<file path="config.mk">
export PLATFORM = sky130hd
export DESIGN_NAME = day_7_map_loader_flat
export DESIGN_NICKNAME = d
export VERILOG_FILES = /design/src/rtl/day_7_map_loader_if.sv /design/src/rtl/day_7_map_loader.sv /design/src/flat_wrapper.sv
export SDC_FILE = /design/constraint.sdc
export NUM_CORES = 1
export LEC_CHECK = 0
export CELL_PAD_IN_SITES_DETAIL_PLACEMENT = 0
export CELL_PAD_IN_SITES_GLOBAL_PLACEMENT = 2
export CORE_MARGIN = 2
export CORE_UTILIZATION = 33
export DETAILED_ROUTE_END_ITERATION = 12
export PLACE_DENSITY = 0.91
export SYNTH_ARGS = -nofsm -noshare
export SYNTH_HDL_FRONTEND = slang
export SYNTH_SLANG_ARGS = --single-unit
</file>
<file path="constraint.sdc">
create_clock -name clk -period 3.2 [get_ports clk]
set_input_delay 0.8 -clock clk [delete_from_list [all_inputs] [get_ports clk]]
set_output_delay 0.8 -clock clk [all_outputs]
set_load 0.05 [all_outputs]
</file>
<file path="src/rtl/day_7_map_loader_if.sv">
// Byte-stream input and map-row write port of the day 7 map loader.
//   in_data/in_valid/in_ready : ASCII byte stream, transfer on valid & ready
//   wr_en/wr_addr/wr_data     : one-cycle row write strobe, row index, bit-row
// master = byte source / row consumer, slave = loader.
interface day_7_map_loader_if #(
  parameter int WIDTH = 141
);
  logic [7:0]       in_data;
  logic             in_valid;
  logic             in_ready;
  logic             wr_en;
  logic [7:0]       wr_addr;
  logic [WIDTH-1:0] wr_data;

  modport master (
    output in_data, in_valid,
    input  in_ready, wr_en, wr_addr, wr_data
  );

  modport slave (
    input  in_data, in_valid,
    output in_ready, wr_en, wr_addr, wr_data
  );
endinterface

</file>
<file path="src/rtl/day_7_map_loader.sv">
// Parses the day 7 puzzle text ('.', '^', 'S', CR/LF) into splitter bit-rows.
// Each completed line of WIDTH characters is written as one row; column c
// lands on bit WIDTH-1-c. Malformed input parks the loader in ERROR.
// Ports:
//   clk, rst     : clock, synchronous active-high reset
//   bus (slave)  : byte stream in, row write port out
//   start_col    : column of the 'S' character
//   start_found  : an 'S' has been seen
//   done         : all HEIGHT rows written (sticky)
//   error        : malformed input, or grid finished without 'S' (sticky)
module day_7_map_loader #(
  parameter int WIDTH  = 141,  // 2..255
  parameter int HEIGHT = 141   // 1..255
) (
  input  logic                clk,
  input  logic                rst,
  day_7_map_loader_if.slave   bus,
  output logic [7:0]          start_col,
  output logic                start_found,
  output logic                done,
  output logic                error
);

  localparam logic [7:0] CH_DOT   = 8'h2E;
  localparam logic [7:0] CH_SPLIT = 8'h5E;
  localparam logic [7:0] CH_S     = 8'h53;
  localparam logic [7:0] CH_CR    = 8'h0D;
  localparam logic [7:0] CH_LF    = 8'h0A;

  localparam logic [7:0] COL_END  = 8'(WIDTH);
  localparam logic [7:0] ROW_LAST = 8'(HEIGHT - 1);

  typedef enum logic [1:0] {
    S_LOAD  = 2'd0,
    S_DONE  = 2'd1,
    S_ERROR = 2'd2
  } state_t;

  state_t state, state_nxt;

  logic [7:0]       col;
  logic [7:0]       row;
  logic [WIDTH-1:0] row_buf;
  logic             wr_en_q;
  logic [7:0]       wr_addr_q;
  logic [WIDTH-1:0] wr_data_q;

  logic accept;
  logic is_cell, is_split, is_s, is_cr, is_lf;
  logic bad;

  // Byte classification and malformed-input detection.
  always_comb begin
    accept   = bus.in_valid && (state == S_LOAD);
    is_split = (bus.in_data == CH_SPLIT);
    is_s     = (bus.in_data == CH_S);
    is_cell  = (bus.in_data == CH_DOT) || is_split || is_s;
    is_cr    = (bus.in_data == CH_CR);
    is_lf    = (bus.in_data == CH_LF);
    bad      = !(is_cell || is_cr || is_lf)
             || (is_cell && (col == COL_END))
             || (is_s && start_found)
             || (is_lf && (col != COL_END));
  end

  // State register
  always_ff @(posedge clk) begin
    if (rst) state <= S_LOAD;
    else     state <= state_nxt;
  end

  // Next state: a good LF on the last row finishes the grid.
  always_comb begin
    state_nxt = state;
    if (state == S_LOAD && accept) begin
      if (bad)                          state_nxt = S_ERROR;
      else if (is_lf && row == ROW_LAST) state_nxt = S_DONE;
    end
  end

  // Outputs decoded from state; a grid that finishes without 'S' reports
  // error together with done.
  always_comb begin
    bus.in_ready = (state == S_LOAD);
    done         = (state == S_DONE);
    error        = (state == S_ERROR) || ((state == S_DONE) && !start_found);
  end

  // Datapath. Cells shift in from the LSB so that after WIDTH characters
  // column 0 sits at bit WIDTH-1. The write registers take a snapshot of the
  // row buffer on LF, so the buffer is free for the next row immediately.
  // Rejected bytes change nothing, which keeps the first 'S' column and
  // suppresses any write for a partial row.
  always_ff @(posedge clk) begin
    if (rst) begin
      col         <= '0;
      row         <= '0;
      row_buf     <= '0;
      wr_en_q     <= 1'b0;
      wr_addr_q   <= '0;
      wr_data_q   <= '0;
      start_col   <= '0;
      start_found <= 1'b0;
    end else begin
      wr_en_q <= 1'b0;
      if (accept && !bad) begin
        if (is_cell) begin
          row_buf <= {row_buf[WIDTH-2:0], is_split};
          col     <= col + 8'd1;
          if (is_s) begin
            start_col   <= col;
            start_found <= 1'b1;
          end
        end else if (is_lf) begin
          wr_en_q   <= 1'b1;
          wr_addr_q <= row;
          wr_data_q <= row_buf;
          row_buf   <= '0;
          col       <= '0;
          row       <= row + 8'd1;
        end
      end
    end
  end

  assign bus.wr_en   = wr_en_q;
  assign bus.wr_addr = wr_addr_q;
  assign bus.wr_data = wr_data_q;

endmodule
</file>
<file path="src/flat_wrapper.sv">
// flat-port wrapper written by rule: the top's interface ports become plain ports
module day_7_map_loader_flat 
#(
  parameter int WIDTH  = 141,           
  parameter int HEIGHT = 141            
)
  (clk, rst, start_col, start_found, done, error, bus_in_data, bus_in_valid, bus_in_ready, bus_wr_en, bus_wr_addr, bus_wr_data);
  day_7_map_loader_if #(.WIDTH(WIDTH)) bus_i ();
  input  logic clk;
  input  logic rst;
  output logic [7:0] start_col;
  output logic start_found;
  output logic done;
  output logic error;
  input wire logic [$bits(bus_i.in_data)-1:0] bus_in_data;
  input wire logic [$bits(bus_i.in_valid)-1:0] bus_in_valid;
  output wire logic [$bits(bus_i.in_ready)-1:0] bus_in_ready;
  output wire logic [$bits(bus_i.wr_en)-1:0] bus_wr_en;
  output wire logic [$bits(bus_i.wr_addr)-1:0] bus_wr_addr;
  output wire logic [$bits(bus_i.wr_data)-1:0] bus_wr_data;
  assign bus_i.in_data = bus_in_data;
  assign bus_i.in_valid = bus_in_valid;
  assign bus_in_ready = bus_i.in_ready;
  assign bus_wr_en = bus_i.wr_en;
  assign bus_wr_addr = bus_i.wr_addr;
  assign bus_wr_data = bus_i.wr_data;
  day_7_map_loader #(.WIDTH(WIDTH), .HEIGHT(HEIGHT)) u_core (.clk(clk), .rst(rst), .bus(bus_i), .start_col(start_col), .start_found(start_found), .done(done), .error(error));
endmodule
</file>
==> run summary <==
P_leak - 4.94 nW
Top delay family on crit path - buffers and inverters
IO Count - 173
Final TNS setup - 0 ns
sw power - 1.67 mW
DIE HEIGHT - 185 microns
Syn Nets - 1163
Final Max Slew Viols - 0
FF-to-FF End - u_core.col[5]$_SDFFE_PP0P_
outcome - finished, final reports clean
fill count - 3214
Post CTS Setup Buffer Count - 0
post-layout net count - 1318
Clock Tree Buf Depth - 3
Worst Hold Class - register to register
CP cell instances - nor2b_1 -> nand2b_1 -> o21ai_0 -> clkdlybuf4s50_1
diode count - 0
post-route setup slack - 0.222 ns
initial antenna violation count - 0
Hold Slack - 0.448 ns
Top FF cell, synth - dfxtp_1
arrival time worst endpoint - 2.18 ns
Die Area - 34300 sq um
drt via density - 4.80
PD cells - 558 nW/um^2
ys async rst share - 0%
CTS resizes - 0
fin util - 44.1%
Sink Count - 318
max_cap viols - 0
Die X - 185 microns
Buffers on Ports - 172
total number of yosys warnings - 0
slew margin rel. - 47.1%
cells on worst reg2reg path - 6
WP buf/inv - 1
Synth Register Bits - 318
H-tree depth - 2
vias in the first global route - 8059
Final HPWL DP - 16300 microns
Initial Util - 33.4%
global-route wire length before repair - 41900 microns
maximum clock frequency - 336 MHz
Worst-Margin Slew - 0.794 ns
endpoints failing hold - 0
Area Overhead vs Synth - 32.0%
register area share after synthesis - 58.8%
Skew-Pair Late Insertion Delay - 0.50 ns
Layout Cells excl Fill - 1769
CTS Buf Count - 35
hold_buf cts - 0
RSZ-0062 raised after global routing - no
initial drt markers - 494
GRT Total Usage - 15.0%
largest net degree at the start of global routing - 167
period utilization - 93.1%
post-route antenna net violation count - 0
DRC - 0
post-placement cell count - 1708
worst path required time - 2.40 ns
Core Box Area - 32500 sq um
critical setup path kind - register to output port
Root Driver - clkbuf_16
Post-synth EDFFs - 0
final setup fails - 0
Overflow after GRT - 0
Total Wirelength - 25900 microns
Slowest-stage cell, CP - clkdlybuf4s50_1
Routability Congestion - 0.802
part of the power in registers - 49.6%
Syn Std Cell Area - 10800 sq um
Critical R2R Launch - u_core.state[0]$_SDFFE_PP0P_
Comb power frac - 1.7%
clock-pin slew on the worst setup and hold paths - 0.06 ns
post-route design area - 14300 sq um
slowest cell delay on critical path - 0.82 ns
Overall Power - 7.98 mW
routed via count - 8497
CP endpoint - error
row cnt - 66
clock skew - 0.0175 ns
drt wl/cell - 14.7 microns
Avg Cell Area, Syn - 9.44 sq um
Post-Synthesis Cells - 1148
worst reg2reg setup slack - 0.75 ns
Worst Setup Start Kind - register
clock share of power - 48.6%
post-synth cell types - 51
pre-CTS setup slack - -0.0839 ns
Cell Int Power - 6.31 mW
Max Fanout on Critical Path - 6
drt pass-1 iters - 5
Setup crit start - u_core.state[0]$_SDFFE_PP0P_
CTS tree - yes
Max rail drop VDD - 269 uV
Sw Ratio - 20.9%
placed inst area - 13200 sq um
share of cells above drive strength 1 - 8.36%
CP Capture Type - output port
CP Depth - 4
fin crit period - 2.98 ns
[flip-flops by register name, summed over array words and instances, names as in the netlist]
signal and cells:
u_core.bus.wr_addr 8, u_core.bus.wr_data 141, u_core.bus.wr_en 1, u_core.col 8, u_core.row 8, u_core.row_buf 141, u_core.start_col 8, u_core.start_found 1
u_core.state 2
[kinds of logic after synthesis]
family / after synthesis / synth area share (%)
AOI/OAI and AO/OA: 323 / 20.4
xor gates and xnor gates: 6 / 0.485
adders and majority gates: 4 / 0.462
buffers and inverters: 99 / 3.89
DFF: 318 / 58.8
muxes: 3 / 0.289
and+or+nand+nor: 395 / 15.7
[power by group through the flow]
stage / combinational, mW / clock [mW] / sequential, mW
global placement: 0.139 / 0 / 4.05
detailed placement: 0.139 / 0 / 4.05
finish: 0.137 / 3.88 / 3.96
global route: 0.149 / 4.18 / 3.96
CTS: 0.140 / 3.99 / 3.96
floorplan: 0.0861 / 0 / 4.05
[worst register-to-register path: cells and delay by family, from the launching register on]
| kind | cells | cell delay [ns] |
|---|---|---|
| AOI/OAI and AO/OA | 3 | 0.76 |
| DFF | 1 | 0.39 |
| and+or+nand+nor | 3 | 1.23 |
[area by class of cell]
class                      count  area, sq um  share of cell area, %
timing repair buffer         206         2170                   15.1
tap                          442          553                   3.87
clock buffer                  46          977                   6.84
multi-input combinational    731         4060                   28.4
sequential                   318         6370                   44.5
inverter                      11         41.3                  0.289
clock inverter                15          135                  0.945
[per-layer routing]
| layer | wire [microns] | share of wire [%] | GRT usage (%) |
|---|---|---|---|
| met1 | 12000 | 46 | 19.3 |
| met2 | 12400 | 48 | 25.1 |
| met5 | 0 | 0 | 0 |
| met3 | 1110 | 4.3 | 3.38 |
| met4 | 437 | 1.7 | 4.16 |
[cell usage after synthesis, drive strengths merged (2+ instances only)]
library cell,n,area share (%)
or3,4,0.28
mux2i,2,0.18
and4bb,2,0.23
a22o,141,11
ha,4,0.46
nor4,3,0.45
and2,2,0.12
nand3,17,0.90
nor2,17,0.59
a21o,2,0.14
nor2b,2,0.12
nand4,6,0.35
buf,28,1.4
nand2,318,11
inv,11,0.38
and4b,2,0.18
o21ai,13,0.64
clkbuf,60,2.1
a21oi,154,7.1
and3,5,0.29
a31oi,3,0.31
or2,2,0.12
a21boi,2,0.17
o311ai,2,0.16
xnor2,4,0.32
or3b,5,0.40
dfxtp,318,59
xor2,2,0.16
nor3,5,0.23
[layout by cell type (no fill, tap or decap), types with 2 or more instances in the layout]
cell             netlist  final
nand2_1              318    318
dfxtp_1              318    318
clkdlybuf4s50_1        0    171
a21oi_1              154    154
a22o_1               141    141
clkbuf_16              0     35
buf_4                  7     19
nor2_1                17     17
nand3_1               16     16
buf_12                 0     15
inv_1                 11     11
clkinv_2               0     10
o21ai_1                7      7
nand4_1                6      6
clkbuf_8               0      6
o21ai_0                5      5
nor3_1                 5      5
clkbuf_1              60      5
xnor2_1                4      4
ha_1                   4      4
or3b_2                 3      3
or3_1                  3      3
and3_1                 5      3
nor2b_1                2      2
and4bb_2               2      2
or2_2                  2      2
or3b_1                 2      2
nor4_4                 2      2
and3_4                 0      2
and4b_1                2      2
o311ai_0               2      2
a21o_1                 2      2
xor2_1                 2      2
a31oi_1                2      2
mux2i_1                2      2
bufinv_16              0      2
[worst min path at each step]
stage | depth (start not counted) | endpoint | start | slack (ns)
after floorplan | 2 | u_core.bus.wr_data[140]$_SDFFE_PP0P_ | u_core.row_buf[140]$_SDFFE_PP0P_ | 0.44
after global placement | 2 | u_core.bus.wr_data[72]$_SDFFE_PP0P_ | u_core.bus.wr_data[72]$_SDFFE_PP0P_ | 0.44
after detailed placement | 2 | u_core.bus.wr_data[6]$_SDFFE_PP0P_ | u_core.bus.wr_data[6]$_SDFFE_PP0P_ | 0.44
after CTS | 2 | u_core.bus.wr_data[19]$_SDFFE_PP0P_ | u_core.bus.wr_data[19]$_SDFFE_PP0P_ | 0.45
after global routing | 2 | u_core.bus.wr_data[59]$_SDFFE_PP0P_ | u_core.bus.wr_data[59]$_SDFFE_PP0P_ | 0.47
final | 2 | u_core.bus.wr_data[61]$_SDFFE_PP0P_ | u_core.bus.wr_data[61]$_SDFFE_PP0P_ | 0.45
No activity file was read; power rests on OpenSTA's default activity.
